[src/rtl/uart_tx_arbiter.sv]
// Round-robin arbiter feeding one UART transmitter: grants one requester per frame and
// holds off further grants until the frame plus guard time has elapsed.
module uart_tx_arbiter #(
  parameter int NUM_REQ     = 4,
  parameter int TicksPerBit = 434,
  parameter int FrameWidth  = 10,
  parameter int GuardTicks  = 1
) (
  input  logic                       CLK,
  input  logic                       RST,
  input  logic [NUM_REQ-1:0]         i_req,
  input  logic [8*NUM_REQ-1:0]       i_data,
  output logic [NUM_REQ-1:0]         o_ack,
  output logic                       o_send,
  output logic [7:0]                 o_frame,
  output logic                       o_busy,
  output logic [$clog2(NUM_REQ)-1:0] o_grant_id
);

  localparam int PW         = $clog2(NUM_REQ);
  localparam int HoldCycles = FrameWidth * TicksPerBit + GuardTicks;
  localparam int CW         = $clog2(HoldCycles + 1);

  localparam logic [0:0] IDLE = 1'b0;
  localparam logic [0:0] WAIT = 1'b1;

  logic [0:0]    state;
  logic [PW-1:0] ptr;
  logic [CW-1:0] cnt;

  logic [7:0]    byte_arr [NUM_REQ];
  logic          found;
  logic [PW-1:0] win;
  logic [PW-1:0] cand;

  always_comb begin
    for (int k = 0; k < NUM_REQ; k++) begin
      byte_arr[k] = i_data[8*k +: 8];
    end
  end

  // Winner search starts at ptr and wraps, so the last granted requester is tried last.
  always_comb begin
    found = 1'b0;
    win   = '0;
    cand  = '0;
    for (int i = 0; i < NUM_REQ; i++) begin
      cand = PW'((int'(ptr) + i) % NUM_REQ);
      if (!found && i_req[cand]) begin
        found = 1'b1;
        win   = cand;
      end
    end
  end

  always_ff @(posedge CLK) begin
    if (RST) begin
      state      <= IDLE;
      ptr        <= '0;
      cnt        <= '0;
      o_ack      <= '0;
      o_send     <= 1'b0;
      o_frame    <= 8'h00;
      o_busy     <= 1'b0;
      o_grant_id <= '0;
    end else begin
      o_ack  <= '0;
      o_send <= 1'b0;
      if (state == IDLE) begin
        if (found) begin
          o_ack      <= NUM_REQ'(1) << win;
          o_send     <= 1'b1;
          o_frame    <= byte_arr[win];
          o_grant_id <= win;
          o_busy     <= 1'b1;
          cnt        <= CW'(HoldCycles - 1);
          state      <= WAIT;
        end
      end else begin
        // Requests are ignored here; they stay pending on i_req until the next IDLE cycle.
        if (cnt == '0) begin
          o_busy <= 1'b0;
          state  <= IDLE;
          ptr    <= (o_grant_id == PW'(NUM_REQ - 1)) ? '0 : o_grant_id + 1'b1;
        end else begin
          cnt <= cnt - 1'b1;
        end
      end
    end
  end

endmodule

[config.mk]
export PLATFORM = sky130hd
export DESIGN_NAME = uart_tx_arbiter
export DESIGN_NICKNAME = d
export VERILOG_FILES = /design/src/rtl/uart_tx_arbiter.sv
export SDC_FILE = /design/constraint.sdc
export NUM_CORES = 1
export LEC_CHECK = 0
export BUFFER_PORTS_ARGS = -buffer_cell sky130_fd_sc_hd__buf_2
export CORE_UTILIZATION = 30
export CTS_BUF_LIST = sky130_fd_sc_hd__clkbuf_16
export DETAILED_ROUTE_END_ITERATION = 10
export PLACE_DENSITY = 0.6
export REMOVE_ABC_BUFFERS = 1
export SYNTH_ARGS = -nofsm -noshare
export SYNTH_HDL_FRONTEND = slang
export SYNTH_SLANG_ARGS = --single-unit
[constraint.sdc]
create_clock -name CLK -period 2.2 [get_ports CLK]
set_clock_uncertainty 0.15 [all_clocks]
set_input_delay 0.44 -clock CLK [delete_from_list [all_inputs] [get_ports CLK]]
set_output_delay 0.44 -clock CLK [all_outputs]
set_load 0.02 [all_outputs]
==> run_results.csv <==
group,metric,value,unit
synthesis,synth_top_area_share,37.9,%
place,dp_hpwl,3.23,mm
timing,finalHoldViolations,0,
timing,min_period_over_period,98.3,%
power_and_ir_drop,p_sw_share,27.3,%
synthesis,ys_ff_latch,32,
worst_setup_path,critPathKind,"register to register",
die,die_w,77.1,um
global_routing,grt_pass1_wl,7.21,mm
synthesis,synthTopCellsByArea,"dfxtp_1 38%, mux2i_1 10%, o221ai_1 4.7%",
synthesis,synth_area_leader_cell,"dfxtp_1",
place,dpl_worst_slack,0.0170,ns
layout,drive_gt1_share,38.1,%
synthesis,syn_avg_cell_area,9.29,um^2
timing,setup_viol,0,
worst_setup_path,critPathBufInv,0,
routing,ant_nets,0,
die,start_util,32.1,%
die,fp.coreArea,5270,um^2
place,place_area,2160,um^2
die,io-pin-count,54,
worst_setup_path,path_delay_family,"simple AND/OR/NAND/NOR gates",
power_and_ir_drop,p_clk_share,37.5,%
layout,nets,292,
routing,wire_per_inst,13.7,um
die,fp.dieArea,5940,um^2
die,die_h,77.1,um
clock_tree,cts_htree_levels,2,
timing,report.final.slew_viol_count,0,
worst_setup_path,cp_data_arrival_time,2.18,ns
layout,antennaDiodeCount,0,
layout,fillers,546,
worst_setup_path,cp_cell_sequence,"or4_4 -> or4_2 -> o31a_1 -> o21a_1",
worst_setup_path,critPathRequiredTime,2.22,ns
synthesis,netlist-cell-type-count,39,
power_and_ir_drop,p_per_area,727,nW/um^2
outcome,status,"finished clean",
place,gp_congestion,0.755,
power_and_ir_drop,power_switching,0.000460,W
layout,areaGrowthSynthToFinish,37.1,%
power_and_ir_drop,intPower,0.00123,W
clock_tree,cts_buffers,5,
worst_setup_path,r2r-end,"cnt[9]",
global_routing,grt_pass1_vias,1560,
clock_tree,clk_latency,0.27,ns
worst_setup_path,slowest_stage,"or4_4",
synthesis,synthCells,182,
clock_tree,cts_buffer_depth,2,
min_path,min_to,"ptr[0]",
layout,fin_area,2320,um^2
clock_tree,cts-hold-fix-buffers,0,
routing,drt-total-wl,4.41,mm
synthesis,syn-cell-area,1690,um^2
worst_setup_path,rr_startpoint,"cnt[3]",
synthesis,synth.most_common_cell,"dfxtp_1",
clock_tree,root_buffer,"clkbuf_16",
job,maxCapViolations,0,
min_path,holdPathStages,2,
worst_setup_path,cpPeakStageDelay,0.59,ns
timing,worst_slew_pin_slew,0.601,ns
synthesis,synth_edf_count,0,
synthesis,synth_warnings,0,
worst_setup_path,startpoint,"cnt[3]",
routing,drc,0,
layout,postLayoutCoreUtil,44.0,%
routing,viasPerCell,5.18,
power_and_ir_drop,power,0.00169,W
synthesis,async_flop_share,0,%
power_and_ir_drop,pwr-share-seq,38.8,%
routing,initialDrtViolationCount,52,
clock_tree,clkSlewWorstSetupHoldPaths,0.05,ns
timing,fmax,0.462,GHz
synthesis,synth_common_cells,"32 x dfxtp_1, 17 x mux2i_1, 9 x a21oi_1, 9 x o221ai_1",
clock_tree,clock_sinks,32,
timing,post-route-min-period,2.16,ns
worst_setup_path,endpoint_kind,"register",
die,fp-row-count,26,
global_routing,grtUsageTotal,15.3,%
power_and_ir_drop,power_frac_comb,23.8,%
timing,rsz0062_at_grt,"true",
global_routing,grt_max_degree,21,
timing,holdWs,0.298,ns
synthesis,synth.yosys.seq_area_share,37.9,%
worst_setup_path,worstRegToRegCells,4,
power_and_ir_drop,p_leak,1.04,nW
synthesis,yosys_most_used_dff,"dfxtp_1",
timing,setup_ws,0.0366,ns
worst_setup_path,regToRegSetupSlack,0.04,ns
clock_tree,cts_tree,"built",
worst_setup_path,worstPathMaxFanout,8,
routing,drt_first_pass_iters,4,
min_path,hold_path.class,"input port to register",
place,port_buffers,53,
global_routing,gr-total-overflow,0,
global_routing,antenna_found_initial,0,
power_and_ir_drop,vdd_drop_max,275,uV
routing,via_count,1667,
timing,relSlewSlack,59.6,%
worst_setup_path,cp-start-kind,"register",
min_path,hold_start,"RST",
==> power by group through the flow <==
stage,clock network [W],logic [W],registers (W)
after global routing,0.000677,0.000437,0.000658
after floorplan,0,0.000190,0.000694
final,0.000631,0.000400,0.000654
after global placement,0,0.000384,0.000663
after CTS,0.000650,0.000388,0.000652
after detailed placement,0,0.000387,0.000663
==> layer usage <==
layer / vias up / track usage [%] / routed length (um)
met5: - / 0 / 0
met4: 0 / 6.79 / 80
met3: 8 / 2.98 / 115
met2: 24 / 25.7 / 2240
met1: 792 / 19.0 / 1970
li1: 843 / - / -
==> cells in the final DEF, fill, tap and decap left out, types with 6 or more instances in the layout <==
cell type / netlist / layout
nand2_1: 8 / 8
o31ai_1: 6 / 6
dfxtp_1: 32 / 32
a21oi_1: 9 / 9
inv_1: 6 / 8
o221ai_1: 9 / 8
a31oi_1: 8 / 8
nand3b_1: 8 / 8
buf_2: 3 / 53
mux2i_1: 17 / 17
o21ai_0: 7 / 7
buf_4: 0 / 19
==> kinds of logic after synthesis <==
| logic type | after synthesis | share of synthesized area (%) |
|---|---|---|
| AOI/OAI and AO/OA | 52 | 20.9 |
| adders and majority gates | 3 | 2.22 |
| buffers and inverters | 18 | 5.11 |
| DFF | 32 | 37.9 |
| muxes | 17 | 10.1 |
| and+or+nand+nor | 60 | 23.8 |
==> what timing repair did <==
action,4_1_cts,5_1_grt
resized for setup,0,6
setup endpoints to repair,0,7
setup buffers,0,0
==> through the flow <==
step,setup TNS [ns],instances
CTS,0,322
finish,0,322
global route,-0.00596,322
detailed placement,0,314
floorplan,-4.09,170
global placement,0,314
==> worst max-delay path by stage <==
stage                  to  slack (ns)  depth (start not counted)
3_5_place_dp       ptr[0]        0.02                          4
4_1_cts            ptr[0]       0.003                          4
5_1_grt            cnt[9]      -0.006                          4
6_report           cnt[9]        0.04                          4
3_3_place_gp       ptr[0]        0.05                          4
2_1_floorplan  o_frame[3]       -0.43                          4
==> worst register-to-register path, stage by stage, from the launching register on <==
cell and delay (ns):
dfxtp_1 0.30, or4_4 0.59, or4_2 0.58, o31a_1 0.26, o21a_1 0.18
==> sequential cells by signal, indices dropped and copies added, names as in the netlist <==
signal and cells:
state 1, o_send 1, o_frame 8, o_grant_id 2, o_busy 1, cnt 13, o_ack 4, ptr 2
==> area by class of cell <==
type / count / area (um^2) / share of cell area (%)
clock buffer: 5 / 125 / 5.40
clock inverter: 3 / 11.3 / 0.486
inverter: 6 / 22.5 / 0.972
multi-input combinational: 132 / 991 / 42.8
sequential: 32 / 641 / 27.6
tap: 70 / 87.6 / 3.78
timing repair buffer: 74 / 439 / 19.0
Note: power is estimated with default switching activity, not from simulation.
